$ cat src/rtl/cordic_pkg.sv
// Shared CORDIC constants (Q.16 angles, inverse gain), arctangent table and FSM state type.
// Used by both the rotation and vectoring cores.
package cordic_pkg;

   localparam int HALF_PI  = 102944;
   localparam int PI       = 205887;
   localparam int INV_GAIN = 39797;

   localparam int ATAN_W = 17;

   // atan(2^-i) * 2^16, rounded to nearest
   localparam logic [ATAN_W-1:0] ATAN_TBL [16] = '{
      17'd51472, 17'd30386, 17'd16055, 17'd8150,
      17'd4091,  17'd2047,  17'd1024,  17'd512,
      17'd256,   17'd128,   17'd64,    17'd32,
      17'd16,    17'd8,     17'd4,     17'd2
   };

   typedef enum logic [2:0] {
      ST_IDLE,
      ST_LOAD,
      ST_ROT,
      ST_GAIN,
      ST_DONE
   } state_e;

endpackage

$ cat src/rtl/cordic_vectoring_if.sv
// Start/complete handshake and data bus of the vectoring-mode CORDIC.
interface cordic_vectoring_if #(parameter int DW = 18);
   logic signed [DW-1:0] x_in;
   logic signed [DW-1:0] y_in;
   logic                 init;
   logic signed [DW:0]   angle;
   logic [DW+1:0]        magnitude;
   logic                 busy;
   logic                 done;

   modport master (output x_in, y_in, init, input angle, magnitude, busy, done);
   modport slave  (input x_in, y_in, init, output angle, magnitude, busy, done);
endinterface

$ cat src/rtl/cordic_atan_rom.sv
// Combinational arctangent lookup: iteration index -> atan(2^-i) in Q.16.
module cordic_atan_rom
   import cordic_pkg::*;
#(
   parameter int IDXW = 4
) (
   input  logic [IDXW-1:0]   idx,
   output logic [ATAN_W-1:0] atan
);

   assign atan = ATAN_TBL[idx];

endmodule

$ cat src/rtl/cordic_vectoring.sv
// Iterative vectoring-mode CORDIC: (x, y) -> atan2(y, x) and vector length.
// Optional CORDIC_GAIN_COMP_EN adds a GAIN cycle that removes the CORDIC gain from magnitude.
//
// state | meaning
// IDLE  | waiting for init; inputs latched on acceptance
// LOAD  | sign-extend, pre-rotate left half plane, latch zero-vector flag
// ROT   | one micro-rotation per cycle, i = 0..ITER-1
// GAIN  | magnitude scaled by INV_GAIN (CORDIC_GAIN_COMP_EN only)
// DONE  | publish results, pulse done, drop busy
module cordic_vectoring
   import cordic_pkg::*;
#(
   parameter int DW   = 18,
   parameter int FRAC = 16,
   parameter int ITER = 16
) (
   input  logic               clk,
   input  logic               rst_n,
   cordic_vectoring_if.slave  bus
);

   localparam int IW = DW + 2;
   localparam int CW = $clog2(FRAC);
   localparam logic [CW-1:0] LAST = CW'(ITER - 1);

   state_e               state_q, state_d;
   logic signed [IW-1:0] x_q, x_d, y_q, y_d, z_q, z_d;
   logic [CW-1:0]        i_q, i_d;
   logic                 zero_q, zero_d;
   logic                 busy_q, busy_d;
   logic                 done_q, done_d;
   logic signed [DW:0]   angle_q, angle_d;
   logic [IW-1:0]        mag_q, mag_d;

   logic [ATAN_W-1:0]    atan_w;
   logic signed [IW-1:0] atan_ext;

   cordic_atan_rom #(.IDXW(CW)) u_atan_rom (
      .idx  (i_q),
      .atan (atan_w)
   );

   assign atan_ext = {{(IW-ATAN_W){1'b0}}, atan_w};

`ifdef CORDIC_GAIN_COMP_EN
   localparam logic signed [16:0] INV_GAIN_S = 17'(INV_GAIN);
   logic signed [IW+16:0] prod;
   assign prod = x_q * INV_GAIN_S;
`endif

   always_comb begin
      state_d = state_q;
      x_d     = x_q;
      y_d     = y_q;
      z_d     = z_q;
      i_d     = i_q;
      zero_d  = zero_q;
      busy_d  = busy_q;
      done_d  = 1'b0;
      angle_d = angle_q;
      mag_d   = mag_q;
      case (state_q)
         ST_IDLE: begin
            if (bus.init) begin
               x_d     = {{2{bus.x_in[DW-1]}}, bus.x_in};
               y_d     = {{2{bus.y_in[DW-1]}}, bus.y_in};
               busy_d  = 1'b1;
               state_d = ST_LOAD;
            end
         end
         ST_LOAD: begin
            zero_d  = (x_q == '0) && (y_q == '0);
            i_d     = '0;
            z_d     = '0;
            state_d = ST_ROT;
            // Left half plane is turned by -/+90 deg so the iterations always converge
            if (x_q[IW-1]) begin
               if (!y_q[IW-1]) begin
                  x_d = y_q;
                  y_d = -x_q;
                  z_d = IW'(HALF_PI);
               end else begin
                  x_d = -y_q;
                  y_d = x_q;
                  z_d = IW'(-HALF_PI);
               end
            end
         end
         ST_ROT: begin
            if (!y_q[IW-1]) begin
               x_d = x_q + (y_q >>> i_q);
               y_d = y_q - (x_q >>> i_q);
               z_d = z_q + atan_ext;
            end else begin
               x_d = x_q - (y_q >>> i_q);
               y_d = y_q + (x_q >>> i_q);
               z_d = z_q - atan_ext;
            end
            i_d = i_q + CW'(1);
            if (i_q == LAST) begin
`ifdef CORDIC_GAIN_COMP_EN
               state_d = ST_GAIN;
`else
               state_d = ST_DONE;
`endif
            end
         end
`ifdef CORDIC_GAIN_COMP_EN
         ST_GAIN: begin
            x_d     = IW'(prod >>> FRAC);
            state_d = ST_DONE;
         end
`endif
         ST_DONE: begin
            angle_d = zero_q ? '0 : z_q[DW:0];
            mag_d   = zero_q ? '0 : x_q;
            done_d  = 1'b1;
            busy_d  = 1'b0;
            state_d = ST_IDLE;
         end
         default: begin
            busy_d  = 1'b0;
            state_d = ST_IDLE;
         end
      endcase
   end

   always_ff @(posedge clk or negedge rst_n) begin
      if (!rst_n) begin
         state_q <= ST_IDLE;
         x_q     <= '0;
         y_q     <= '0;
         z_q     <= '0;
         i_q     <= '0;
         zero_q  <= 1'b0;
         busy_q  <= 1'b0;
         done_q  <= 1'b0;
         angle_q <= '0;
         mag_q   <= '0;
      end else begin
         state_q <= state_d;
         x_q     <= x_d;
         y_q     <= y_d;
         z_q     <= z_d;
         i_q     <= i_d;
         zero_q  <= zero_d;
         busy_q  <= busy_d;
         done_q  <= done_d;
         angle_q <= angle_d;
         mag_q   <= mag_d;
      end
   end

   assign bus.angle     = angle_q;
   assign bus.magnitude = mag_q;
   assign bus.busy      = busy_q;
   assign bus.done      = done_q;

endmodule

$ cat src/flat_wrapper.sv
// flat-port wrapper written by rule: the top's interface ports become plain ports
module cordic_vectoring_flat import cordic_pkg::*;
#(
   parameter int DW   = 18,
   parameter int FRAC = 16,
   parameter int ITER = 16
)
  (clk, rst_n, bus_x_in, bus_y_in, bus_init, bus_angle, bus_magnitude, bus_busy, bus_done);
  cordic_vectoring_if #(.DW(DW)) bus_i ();
  input  logic clk;
  input  logic rst_n;
  input wire logic [$bits(bus_i.x_in)-1:0] bus_x_in;
  input wire logic [$bits(bus_i.y_in)-1:0] bus_y_in;
  input wire logic [$bits(bus_i.init)-1:0] bus_init;
  output wire logic [$bits(bus_i.angle)-1:0] bus_angle;
  output wire logic [$bits(bus_i.magnitude)-1:0] bus_magnitude;
  output wire logic [$bits(bus_i.busy)-1:0] bus_busy;
  output wire logic [$bits(bus_i.done)-1:0] bus_done;
  assign bus_i.x_in = bus_x_in;
  assign bus_i.y_in = bus_y_in;
  assign bus_i.init = bus_init;
  assign bus_angle = bus_i.angle;
  assign bus_magnitude = bus_i.magnitude;
  assign bus_busy = bus_i.busy;
  assign bus_done = bus_i.done;
  cordic_vectoring #(.DW(DW), .FRAC(FRAC), .ITER(ITER)) u_core (.clk(clk), .rst_n(rst_n), .bus(bus_i));
endmodule
$ cat config.mk
export PLATFORM = sky130hd
export DESIGN_NAME = cordic_vectoring_flat
export DESIGN_NICKNAME = d
export VERILOG_FILES = /design/src/rtl/cordic_pkg.sv /design/src/rtl/cordic_vectoring_if.sv /design/src/rtl/cordic_atan_rom.sv /design/src/rtl/cordic_vectoring.sv /design/src/flat_wrapper.sv
export SDC_FILE = /design/constraint.sdc
export NUM_CORES = 1
export LEC_CHECK = 0
export BUFFER_PORTS_ARGS = -buffer_cell sky130_fd_sc_hd__buf_2
export CAP_MARGIN = 20
export CORE_ASPECT_RATIO = 1.4
export CORE_UTILIZATION = 55
export DETAILED_ROUTE_END_ITERATION = 8
export PLACE_DENSITY = 0.76
export SKIP_CTS_REPAIR_TIMING = 1
export SYNTH_ARGS = -nofsm -noshare
export SYNTH_HDL_FRONTEND = slang
export SYNTH_HIERARCHICAL = 1
export SYNTH_SLANG_ARGS = --single-unit
$ cat constraint.sdc
create_clock -name clk -period 6 [get_ports clk]
set_clock_uncertainty 0.2 [all_clocks]
set_input_delay 0.6 -clock clk [delete_from_list [all_inputs] [get_ports clk]]
set_output_delay 0.6 -clock clk [all_outputs]
set_load 0.02 [all_outputs]
==> flow_summary.yaml <==
yosys:
  ys_warn_count: 6
  synth_top_family_by_area: "compound AO/OA/AOI/OAI gates"
  ys_types: 80
  synthTopCellsByCount: "148 x nor2_1, 138 x a21oi_1, 132 x o21ai_0, 116 x nand2_1, 108 x dfrtp_1"
  netlist_area_mm2: 0.01165
  synthSimpleGateAreaFrac: 0.1948
  synth_fa_ha_area_frac: 0.08251
  synthXorXnorAreaFrac: 0.08616
  synthMostInstantiatedCell: "nor2_1"
  synth_nets: 1585
  yosys.area.top_type: "dfrtp_1"
  synth_edf_count: 0
  synth_area_leaders: "dfrtp_1 23%, ha_1 7.7%, a21oi_1 5.9%"
  async_flop_share: 1.000
  synth_top_area_share: 0.2321
  ys_seq_area_frac: 0.2321
  avgSynthCellArea_um2: 7.917
  ys.flop_type: "dfrtp_1"
  synth_mux_area_frac: 0.09626
  synthCells: 1471
  synth_compound_area_frac: 0.2542
  ys_ff_latch: 108
layout:
  syn_to_final_growth_pct: 8.144
  diodes: 0
  final_nets: 1606
  drive_gt1_frac: 0.1309
floorplan:
  fp.dieH_um: 174.2
  core_region_area_mm2: 0.02063
  io_pins: 80
  fp.dieArea_mm2: 0.02177
  initial_core_util: 0.5644
  placementRows: 62
  die_w_um: 125.0
clocking:
  htreeDepth: 3
  clk_pin_slew_ps: 80
  clock-sinks: 108
  cts_buffer_depth: 2
  numCtsBuffers: 9
  clk_latency_ps: 380
  cts_tree: "done"
  cts_root_buf: "clkbuf_16"
detailed_routing:
  firstDrtPassIters: 8
  met3RoutedLength_um: 2307
  wl_met2_um: 18710
  via_per_inst: 6.594
  drc: 12
  wl_met1_um: 13920
  wl_per_cell_um: 21.58
  drt-total-wl_um: 37830
  vias: 11560
  highest_layer: "met4"
  drt_iter0_markers: 1014
  drtAntennaViolNets: 0
grt:
  grt_start_max_net_pins: 80
  grt_usage: 0.3473
  grt_pass1_wl_um: 59070
  grt_pass1_vias: 11140
  antenna_found_initial: 0
  grt-ovfl-total: 0
timing:
  max_slew.worst_pin.slew_ps: 1112
  grt_setup_unrepaired: "false"
  setup_viol: 0
  fmaxAchievable_ghz: 0.1808
  max-slew-margin-rel: 0.2584
  hold_viol: 0
  finalCriticalPeriod_ps: 5530
  min_period_over_period: 0.9217
  slew_viol_final: 0
  tns_ps: 0
worst_setup_path:
  slowest_delay_ps: 610
  path_buf_inv: 1
  worstPathRequired_ps: 6110
  arrival_ps: 5640
  start_kind: "register"
  r2r-start: "u_core/i_q[3]"
  crit_fanout: 21
  critical_path_class: "reg -> reg"
  crit_chain: "buf_4 > mux2i_1 > o22ai_1 > or4_1 > a21boi_0 > nor3b_1 > a41oi_1 > xnor2_1 > ha_1 > and2_1 > a221o_1 > a21oi_1 > o21ai_0 > a31o_2 > a21o_1 > o32ai_1 > a41o_1"
  path_delay_family: "compound AO/OA/AOI/OAI gates"
  cp-startpoint: "u_core/i_q[3]"
  end_kind: "register"
  cp_slowest_cell: "dfrtp_4"
placed_design:
  gp_congestion: 1.003
  dp_hpwl_um: 28040
  io_buffers: 79
run:
  max_cap_viol_count: 0
status:
  status: "finished, violations left"
  violations: "DRC"
min_path:
  worstHoldPathType: "in -> async"
[layout make-up]
class                   count  area [µm²]
inverters                  44       165.2
fillers                  1889        8040
clock inverters             6       65.06
multi-input cells        1210        8351
repair buffers            119       743.2
well taps                 256       320.3
flip-flops and latches    108        2711
clock buffers              10       239.0
[final timing paths]
kind	to	slack [ps]	depth (start not counted)
max	u_core/y_q[18]	470	17
min	u_core/bus.angle[0]	60	1
max reg2reg	u_core/y_q[18]	470	17
min reg2reg	u_core/bus.magnitude[12]	280	2
max in group asynchronous	u_core/i_q[3]	4250	2
min in group clk	u_core/bus.magnitude[12]	280	2
[metrics by stage]
stage,instances,worst slack (ps),utilization,cell area [µm²],hold WS (ps)
6_report,1753,469.5,0.6104,12590,64.27
5_1_grt,1753,100.7,0.6104,12590,128.9
4_1_cts,1752,433.3,0.6087,12560,94.92
3_3_place_gp,1736,529.5,0.5939,12260,256.1
2_1_floorplan,1471,297.0,-,11650,104.4
3_5_place_dp,1736,440.5,0.5939,12260,264.2
[state kept, by name, summed over array words and instances, names as in the netlist]
signal                count
u_core/bus.magnitude     20
u_core/x_q               20
u_core/y_q               20
u_core/bus.angle         19
u_core/z_q               19
u_core/i_q                4
u_core/state_q            3
u_core/bus.busy           1
u_core/bus.done           1
u_core/zero_q             1
[layout by cell type, fill, tap and decap left out, drive strengths merged, types with 5 or more instances in the layout]
| cell type | netlist | layout |
|---|---|---|
| mux4 | 25 | 25 |
| nand4 | 5 | 5 |
| buf | 27 | 119 |
| inv | 44 | 47 |
| dfrtp | 108 | 108 |
| o21ai | 132 | 132 |
| nor3 | 32 | 32 |
| nor2 | 148 | 148 |
| or4 | 9 | 9 |
| or3 | 24 | 24 |
| clkbuf | 82 | 10 |
| a222oi | 5 | 5 |
| xor2 | 37 | 37 |
| nor2b | 10 | 10 |
| nand2b | 53 | 53 |
| a31oi | 15 | 15 |
| o211ai | 11 | 11 |
| a211oi | 9 | 9 |
| o31ai | 17 | 17 |
| mux2i | 40 | 40 |
| nand2 | 116 | 116 |
| xnor2 | 75 | 75 |
| nor4 | 17 | 17 |
| nor3b | 5 | 5 |
| and2 | 16 | 16 |
| a21oi | 139 | 139 |
| o21a | 17 | 17 |
| o21bai | 6 | 6 |
| a211o | 5 | 5 |
| a21o | 20 | 20 |
| o31a | 5 | 5 |
| nand3b | 6 | 6 |
| a221oi | 21 | 21 |
| mux2 | 13 | 13 |
| nand3 | 17 | 17 |
| o22ai | 20 | 20 |
| ha | 72 | 72 |
[cell families after synthesis]
logic type                 Yosys count
AOI/OAI and AO/OA                  472
xor gates and xnor gates           113
adders and majority gates           75
buffers and inverters              153
DFF                                108
muxes                               78
other                                1
and+or+nand+nor                    471
[metal layers]
layer | GRT usage | vias up
met1 | 0.3826 | 5469
met2 | 0.6113 | 513
li1 | - | 5425
met3 | 0.04494 | 153
met5 | 0 | -
met4 | 0.2571 | 0
Power is not shown: default switching activity piles up to over one toggle a cycle in this logic, so the estimate is an artifact.
